File: src/rtl/edge_det_pkg.sv
// Package for the multi-channel edge detector.
// Provides the per-channel edge mode type and the counter width helper
// that is shared by the top level and the per-channel logic.
package edge_det_pkg;

  // Per-channel edge selection: bit 0 selects rising edges, bit 1 selects falling edges.
  typedef enum logic [1:0] {
    EDGE_OFF  = 2'b00,
    EDGE_RISE = 2'b01,
    EDGE_FALL = 2'b10,
    EDGE_BOTH = 2'b11
  } edge_mode_t;

  // Bits needed for a counter that must hold 0..max_val without wrapping.
  function automatic int cnt_w(input int max_val);
    if (max_val < 1) begin
      return 1;
    end else begin
      return $clog2(max_val + 1);
    end
  endfunction

endpackage

File: src/rtl/multi_edge_detector_if.sv
// Interface bundling the per-channel event signals of multi_edge_detector.
//   target  : raw asynchronous inputs            (master -> slave)
//   mode    : 2 bits per channel, ch i at [2i+1:2i] (master -> slave)
//   clr     : per-channel pending clear          (master -> slave)
//   level   : debounced level                    (slave -> master)
//   pulse   : one-cycle accepted-edge pulse      (slave -> master)
//   rpt     : one-cycle auto-repeat pulse        (slave -> master)
//   pending : sticky event flag                  (slave -> master)
interface multi_edge_detector_if #(
  parameter int N_CH = 4
);
  logic [N_CH-1:0]   target;
  logic [2*N_CH-1:0] mode;
  logic [N_CH-1:0]   clr;
  logic [N_CH-1:0]   level;
  logic [N_CH-1:0]   pulse;
  logic [N_CH-1:0]   rpt;
  logic [N_CH-1:0]   pending;

  modport master (
    output target, mode, clr,
    input  level, pulse, rpt, pending
  );

  modport slave (
    input  target, mode, clr,
    output level, pulse, rpt, pending
  );
endinterface

File: src/rtl/edge_det_channel.sv
// One channel of the edge detector: synchroniser, debounce counter,
// edge pulse, hold-to-repeat counter and sticky pending flag.
// Ports:
//   clk, rst    : clock, asynchronous active-high reset
//   target_i    : raw asynchronous input
//   mode_i      : edge selection, sampled on the accepting edge
//   clr_i       : pending clear (set has priority)
//   level_o     : debounced level
//   pulse_o     : one-cycle pulse on accepted edge matching mode
//   rpt_o       : one-cycle auto-repeat pulse
//   pending_o   : sticky flag set by pulse_o or rpt_o
module edge_det_channel
  import edge_det_pkg::*;
#(
  parameter int SYNC_STAGES     = 2,
  parameter int DEBOUNCE_CYCLES = 16,
  parameter int REPEAT_DELAY    = 0,
  parameter int REPEAT_PERIOD   = 1
) (
  input  logic       clk,
  input  logic       rst,
  input  logic       target_i,
  input  edge_mode_t mode_i,
  input  logic       clr_i,
  output logic       level_o,
  output logic       pulse_o,
  output logic       rpt_o,
  output logic       pending_o
);

  localparam int DB_W   = cnt_w(DEBOUNCE_CYCLES);
  localparam int RC_MAX = (REPEAT_DELAY > REPEAT_PERIOD) ? REPEAT_DELAY : REPEAT_PERIOD;
  localparam int RC_W   = cnt_w(RC_MAX);
  localparam logic [DB_W-1:0] DB_LAST = DB_W'(DEBOUNCE_CYCLES - 1);
  // Down-counter reload values: the counter reaches zero on the edge the repeat is due.
  localparam logic [RC_W-1:0] RD_LOAD = RC_W'((REPEAT_DELAY > 0) ? REPEAT_DELAY - 1 : 0);
  localparam logic [RC_W-1:0] RP_LOAD = RC_W'(REPEAT_PERIOD - 1);
  localparam logic            REP_EN  = (REPEAT_DELAY > 0) ? 1'b1 : 1'b0;

  logic [SYNC_STAGES-1:0] sync_q;
  logic [DB_W-1:0]        db_cnt_q, db_cnt_d;
  logic                   level_q, level_d;
  logic                   pulse_q, pulse_d;
  logic [RC_W-1:0]        rep_cnt_q, rep_cnt_d;
  logic                   rep_act_q, rep_act_d;
  logic                   rpt_q, rpt_d;
  logic                   pending_q, pending_d;

  logic       sync_s;
  logic       differ_s;
  logic       accept_s;
  logic       rise_acc_s;
  logic       fall_acc_s;
  logic [1:0] mode_bits_s;

  assign mode_bits_s = mode_i;
  assign sync_s      = sync_q[SYNC_STAGES-1];
  assign differ_s    = sync_s ^ level_q;
  assign accept_s    = differ_s && (db_cnt_q == DB_LAST);
  assign rise_acc_s  = accept_s & sync_s;
  assign fall_acc_s  = accept_s & ~sync_s;

  // Synchroniser shift chain, oldest sample in the top bit.
  always_ff @(posedge clk or posedge rst) begin
    if (rst) begin
      sync_q <= '0;
    end else begin
      sync_q <= {sync_q[SYNC_STAGES-2:0], target_i};
    end
  end

  // Debounce: count consecutive disagreeing samples, accept on the last one.
  always_comb begin
    db_cnt_d = db_cnt_q;
    level_d  = level_q;
    if (!differ_s) begin
      db_cnt_d = '0;
    end else if (accept_s) begin
      level_d  = sync_s;
      db_cnt_d = '0;
    end else begin
      db_cnt_d = db_cnt_q + DB_W'(1);
    end
  end

  assign pulse_d = (rise_acc_s & mode_bits_s[0]) | (fall_acc_s & mode_bits_s[1]);

  // Repeat scheduler; a fall accepted on a due edge wins and suppresses the repeat.
  always_comb begin
    rep_act_d = rep_act_q;
    rep_cnt_d = rep_cnt_q;
    rpt_d     = 1'b0;
    if (fall_acc_s) begin
      rep_act_d = 1'b0;
      rep_cnt_d = '0;
    end else if (rise_acc_s) begin
      rep_act_d = REP_EN & mode_bits_s[0];
      rep_cnt_d = RD_LOAD;
    end else if (rep_act_q) begin
      if (rep_cnt_q == '0) begin
        rpt_d     = 1'b1;
        rep_cnt_d = RP_LOAD;
      end else begin
        rep_cnt_d = rep_cnt_q - RC_W'(1);
      end
    end else begin
      rep_cnt_d = rep_cnt_q;
    end
  end

  // Pending: a new event on the same edge as clr keeps the flag set.
  always_comb begin
    if (pulse_d | rpt_d) begin
      pending_d = 1'b1;
    end else if (clr_i) begin
      pending_d = 1'b0;
    end else begin
      pending_d = pending_q;
    end
  end

  // Channel state and output registers.
  always_ff @(posedge clk or posedge rst) begin
    if (rst) begin
      db_cnt_q  <= '0;
      level_q   <= 1'b0;
      pulse_q   <= 1'b0;
      rep_cnt_q <= '0;
      rep_act_q <= 1'b0;
      rpt_q     <= 1'b0;
      pending_q <= 1'b0;
    end else begin
      db_cnt_q  <= db_cnt_d;
      level_q   <= level_d;
      pulse_q   <= pulse_d;
      rep_cnt_q <= rep_cnt_d;
      rep_act_q <= rep_act_d;
      rpt_q     <= rpt_d;
      pending_q <= pending_d;
    end
  end

  assign level_o   = level_q;
  assign pulse_o   = pulse_q;
  assign rpt_o     = rpt_q;
  assign pending_o = pending_q;

endmodule

File: src/rtl/multi_edge_detector.sv
// N-channel debounced edge/event detector feeding the player control FSM.
// Ports:
//   clk    : system clock
//   rst    : asynchronous reset, active-high
//   bus_if : slave side of multi_edge_detector_if (target/mode/clr in,
//            level/pulse/rpt/pending out); every output comes from a flop.
module multi_edge_detector
  import edge_det_pkg::*;
#(
  parameter int N_CH            = 4,
  parameter int SYNC_STAGES     = 2,
  parameter int DEBOUNCE_CYCLES = 16,
  parameter int REPEAT_DELAY    = 0,
  parameter int REPEAT_PERIOD   = 1
) (
  input  logic                  clk,
  input  logic                  rst,
  multi_edge_detector_if.slave  bus_if
);

  if (N_CH < 1) begin : g_bad_n_ch
    $error("multi_edge_detector: N_CH must be >= 1");
  end
  if (SYNC_STAGES < 2) begin : g_bad_sync
    $error("multi_edge_detector: SYNC_STAGES must be >= 2");
  end
  if (DEBOUNCE_CYCLES < 1) begin : g_bad_debounce
    $error("multi_edge_detector: DEBOUNCE_CYCLES must be >= 1");
  end
  if (REPEAT_DELAY < 0) begin : g_bad_rpt_delay
    $error("multi_edge_detector: REPEAT_DELAY must be >= 0");
  end
  if (REPEAT_PERIOD < 1) begin : g_bad_rpt_period
    $error("multi_edge_detector: REPEAT_PERIOD must be >= 1");
  end

  logic [N_CH-1:0] level_s;
  logic [N_CH-1:0] pulse_s;
  logic [N_CH-1:0] rpt_s;
  logic [N_CH-1:0] pending_s;

  for (genvar i = 0; i < N_CH; i++) begin : g_ch
    edge_det_channel #(
      .SYNC_STAGES     (SYNC_STAGES),
      .DEBOUNCE_CYCLES (DEBOUNCE_CYCLES),
      .REPEAT_DELAY    (REPEAT_DELAY),
      .REPEAT_PERIOD   (REPEAT_PERIOD)
    ) u_ch (
      .clk       (clk),
      .rst       (rst),
      .target_i  (bus_if.target[i]),
      .mode_i    (edge_mode_t'(bus_if.mode[2*i +: 2])),
      .clr_i     (bus_if.clr[i]),
      .level_o   (level_s[i]),
      .pulse_o   (pulse_s[i]),
      .rpt_o     (rpt_s[i]),
      .pending_o (pending_s[i])
    );
  end

  assign bus_if.level   = level_s;
  assign bus_if.pulse   = pulse_s;
  assign bus_if.rpt     = rpt_s;
  assign bus_if.pending = pending_s;

endmodule

File: src/flat_wrapper.sv
// flat-port wrapper written by rule: the top's interface ports become plain ports
module multi_edge_detector_flat import edge_det_pkg::*;
#(
  parameter int N_CH            = 4,
  parameter int SYNC_STAGES     = 2,
  parameter int DEBOUNCE_CYCLES = 16,
  parameter int REPEAT_DELAY    = 0,
  parameter int REPEAT_PERIOD   = 1
)
  (clk, rst, bus_if_target, bus_if_mode, bus_if_clr, bus_if_level, bus_if_pulse, bus_if_rpt, bus_if_pending);
  multi_edge_detector_if #(.N_CH(N_CH)) bus_if_i ();
  input  logic clk;
  input  logic rst;
  input wire logic [$bits(bus_if_i.target)-1:0] bus_if_target;
  input wire logic [$bits(bus_if_i.mode)-1:0] bus_if_mode;
  input wire logic [$bits(bus_if_i.clr)-1:0] bus_if_clr;
  output wire logic [$bits(bus_if_i.level)-1:0] bus_if_level;
  output wire logic [$bits(bus_if_i.pulse)-1:0] bus_if_pulse;
  output wire logic [$bits(bus_if_i.rpt)-1:0] bus_if_rpt;
  output wire logic [$bits(bus_if_i.pending)-1:0] bus_if_pending;
  assign bus_if_i.target = bus_if_target;
  assign bus_if_i.mode = bus_if_mode;
  assign bus_if_i.clr = bus_if_clr;
  assign bus_if_level = bus_if_i.level;
  assign bus_if_pulse = bus_if_i.pulse;
  assign bus_if_rpt = bus_if_i.rpt;
  assign bus_if_pending = bus_if_i.pending;
  multi_edge_detector #(.N_CH(N_CH), .SYNC_STAGES(SYNC_STAGES), .DEBOUNCE_CYCLES(DEBOUNCE_CYCLES), .REPEAT_DELAY(REPEAT_DELAY), .REPEAT_PERIOD(REPEAT_PERIOD)) u_core (.clk(clk), .rst(rst), .bus_if(bus_if_i));
endmodule
File: config.mk
export PLATFORM = sky130hd
export DESIGN_NAME = multi_edge_detector_flat
export DESIGN_NICKNAME = d
export VERILOG_FILES = /design/src/rtl/edge_det_pkg.sv /design/src/rtl/multi_edge_detector_if.sv /design/src/rtl/edge_det_channel.sv /design/src/rtl/multi_edge_detector.sv /design/src/flat_wrapper.sv
export SDC_FILE = /design/constraint.sdc
export NUM_CORES = 1
export LEC_CHECK = 0
export BUFFER_PORTS_ARGS = -buffer_cell sky130_fd_sc_hd__buf_2
export CAP_MARGIN = 10
export CORE_ASPECT_RATIO = 0.75
export CORE_UTILIZATION = 48
export CTS_CLUSTER_DIAMETER = 100
export CTS_CLUSTER_SIZE = 28
export DETAILED_ROUTE_END_ITERATION = 8
export PLACE_DENSITY = 0.79
export SETUP_SLACK_MARGIN = 0.3
export SYNTH_ARGS = -nofsm -noshare
export SYNTH_HDL_FRONTEND = slang
export SYNTH_SLANG_ARGS = --single-unit
File: constraint.sdc
create_clock -name clk -period 1.3 [get_ports clk]
set_input_delay 0.065 -clock clk [delete_from_list [all_inputs] [get_ports clk]]
set_output_delay 0.065 -clock clk [all_outputs]
set_load 0.03 [all_outputs]
==> metrics.txt <==
NumNets Final between 200 and 250; post-route antenna net violation count 0; hold violation count in the final report 0; multi-input logic area approximately 760 sq um; CP bufs+invs 0; reg-to-reg slack, setup between 0.07 and 0.08 ns; Syn-to-layout area delta 40.06%; Setup-failing EPs final 0; FFs w/ async S/R, synth 1.000; Mean Syn Cell Area between 10 and 15 sq um; FF-to-FF Start u_core.g_ch[3].u_ch.db_cnt_q[1]; DR vias between 1000 and 1500; Worst-Skew Late Latency between 0.2 and 0.3 ns; CP Launch Type flop; Final Util 0.7082; R2R Path End u_core.g_ch[3].u_ch.level_o; slowest CP cell dfrtp_1; post-synth cell types 25; CP Class flop to flop; Peak Freq 0.8163 GHz; clk root buf clkbuf_8; path depth of the worst reg2reg path 3; Final Max Slew Viols 0; fin crit period 1.225 ns; Worst-path clk slew roughly 0.08 ns; final-layout fill cell count about 220; layout cells sized above 1 0.4922; synthesis warning total 0; Max clock buf depth 2; Max Cap Violations 0; H-tree depth 2; Leakage Power around 1.2 nW; HP Class primary input to flop; setup TNS 0 ns; vias in the first global route between 1000 and 1500; Boundary Pins 34; GRT Util Overall 0.1824; Detail Placement HPWL around 1800 um; first-pass GRT wire length 4843 um; die area 3731 sq um; CTS tree built; clock sinks 40; Synth Register Bits 40; Pre-antenna DRT Iters 4; Crit. End Element flop; mapped cell area roughly 1700 sq um; Worst Path Required roughly 1.5 ns; pre-CTS setup slack 0.05447 ns; initial core utilization 0.5057; Synth Flop Type dfrtp_1; Fin Hold WS around 0.047 ns; final WL 3169 um; cell count after synthesis between 100 and 150; Min-Delay Path Depth 3; hold_sp bus_if_clr[2]; Remaining DRCs 0; n_diodes 0; Fin Clk Skew around 0.0076 ns; TritonCTS Buffers 5; DIE HEIGHT ~53 um; Iter 0 DRT Violations 65; largest net degree at the start of global routing just over 40; CP max stage delay 0.38 ns; RSZ-0062 raised after global routing true; pwr dens between 1000 and 1500 nW/um^2; Die Span X around 70 um; Crit path max-delay family flip-flops; FF/Latch Area about 1000 sq um; worst setup margin roughly 0.075 ns; Avg WL per Cell about 14 um; Tcrit/Tclk final 0.9424; Port Buf Inserts 29; Final Power 2.428 mW; Hold Path End u_core.g_ch[2].u_ch.pending_o; Max FO, Critical Path 2; # rows 18; routed vias/inst slightly below 5; GR Overflow Total 0; routability cong. around 0.7; Seq/Total Area, Yosys 0.5979; Post-synth EDFFs 0; run status completed; antenna violations before repair 0; CP arrival between 1 and 1.5 ns; core footprint 3311 sq um; CP Cell Sequence ha_2 > and4b_2 > mux2_4; worst ir drop on vdd slightly below 0.0008 V
==> state kept, by name, summed over array words and instances (netlist names) <==
| signal | cells |
|---|---|
| u_core.g_ch.u_ch.db_cnt_q | 20 |
| u_core.g_ch.u_ch.pending_o | 4 |
| u_core.g_ch.u_ch.pulse_o | 4 |
| u_core.g_ch.u_ch.level_o | 4 |
| u_core.g_ch.u_ch.sync_q | 8 |
==> tightest hold or removal path: cells and delay by family <==
family / cells / cell delay [ns]
buf+inv: 2 / 0.14
compound gates: 1 / 0.09
==> cells in the final DEF (no fill, tap or decap), types with 3 or more instances in the layout <==
cell type / instances
inv_1: 8
and2_1: 3
nor2_1: 10
conb_1: 4
xor2_1: 6
dfrtp_1: 36
and3_4: 3
clkbuf_8: 6
nand3_1: 4
o21ai_4: 3
nand3b_1: 4
mux2_4: 3
buf_2: 26
dlygate4sd3_1: 6
xnor2_1: 3
nor2_2: 3
buf_6: 7
buf_4: 19
dfrtp_2: 4
a21o_1: 3
==> routing by layer <==
layer / share of wire / wire [um] / GRT usage
met5: 0 / 0 / 0
met4: 0.015 / 47 / 0.09000
met3: 0.052 / 165 / 0.07048
met2: 0.49 / 1559 / 0.2821
met1: 0.44 / 1395 / 0.2266
==> power breakdown <==
group          switching (mW)  internal, mW
Combinational           0.124         0.138
Sequential             0.0463          1.29
Clock                   0.398         0.433
Total                   0.568          1.86
==> area by class of cell <==
cell class	instances	share of cell area
sequential	40	0.4290
tap	40	0.02134
timing repair buffer	58	0.1756
clock buffer	8	0.03842
multi-input combinational	79	0.3228
inverter	8	0.01281
==> synthesized netlist by cell type (all sizes together), types with 2 or more instances <==
master	number	area, sq um
mux2	4	45.04
nand3	7	35.03
nor2	15	56.30
mux2i	2	20.02
nand3b	4	30.03
and2	3	18.77
inv	8	30.03
nand2b	2	12.51
and3	3	18.77
o21ai	3	15.01
a31oi	2	12.51
dfrtp	40	1001
a211oi	2	15.01
ha	4	50.05
buf	16	120.1
xor2	9	78.83
a21o	3	22.52
nand2	3	11.26
xnor2	4	35.03
==> worst max path at each step <==
stage | slack [ns] | to | depth (start not counted) | from
after floorplan | 0.07 | u_core.g_ch[3].u_ch.level_o | 3 | u_core.g_ch[3].u_ch.db_cnt_q[0]
after global placement | 0.09 | u_core.g_ch[3].u_ch.level_o | 3 | u_core.g_ch[3].u_ch.db_cnt_q[0]
after detailed placement | 0.05 | u_core.g_ch[0].u_ch.level_o | 4 | u_core.g_ch[0].u_ch.db_cnt_q[0]
after CTS | 0.10 | u_core.g_ch[3].u_ch.level_o | 3 | u_core.g_ch[3].u_ch.db_cnt_q[0]
after global routing | 0.05 | u_core.g_ch[1].u_ch.level_o | 4 | u_core.g_ch[1].u_ch.db_cnt_q[0]
final | 0.07 | u_core.g_ch[3].u_ch.level_o | 3 | u_core.g_ch[3].u_ch.db_cnt_q[1]
==> per-stage QoR <==
stage	cell area (sq um)	cells
after floorplan	1744	143
after global placement	1849	200
after detailed placement	1849	200
after CTS	2208	224
after global routing	2345	233
final	2345	233
==> cell families (layout without fill, tap and decap cells) <==
| family | after synthesis | in the layout | share of synthesized area |
|---|---|---|---|
| mux | 6 | 6 | 0.03886 |
| other cells | 1 | 4 | 0.002240 |
| flops | 40 | 40 | 0.5979 |
| simple gates | 41 | 41 | 0.1308 |
| xor+xnor | 13 | 13 | 0.06801 |
| buf+inv | 24 | 74 | 0.08969 |
| compound gates | 11 | 11 | 0.04260 |
| fa+ha+maj | 4 | 4 | 0.02990 |
==> repair_timing <==
item,in CTS,in global routing
hold buffers,6,0
endpoints found under the setup margin,31,35
setup buffers,10,9
pin swaps,7,7
endpoints found under the hold margin,45,0
gates resized for setup,24,18
No activity file was read; power rests on OpenSTA's default activity.
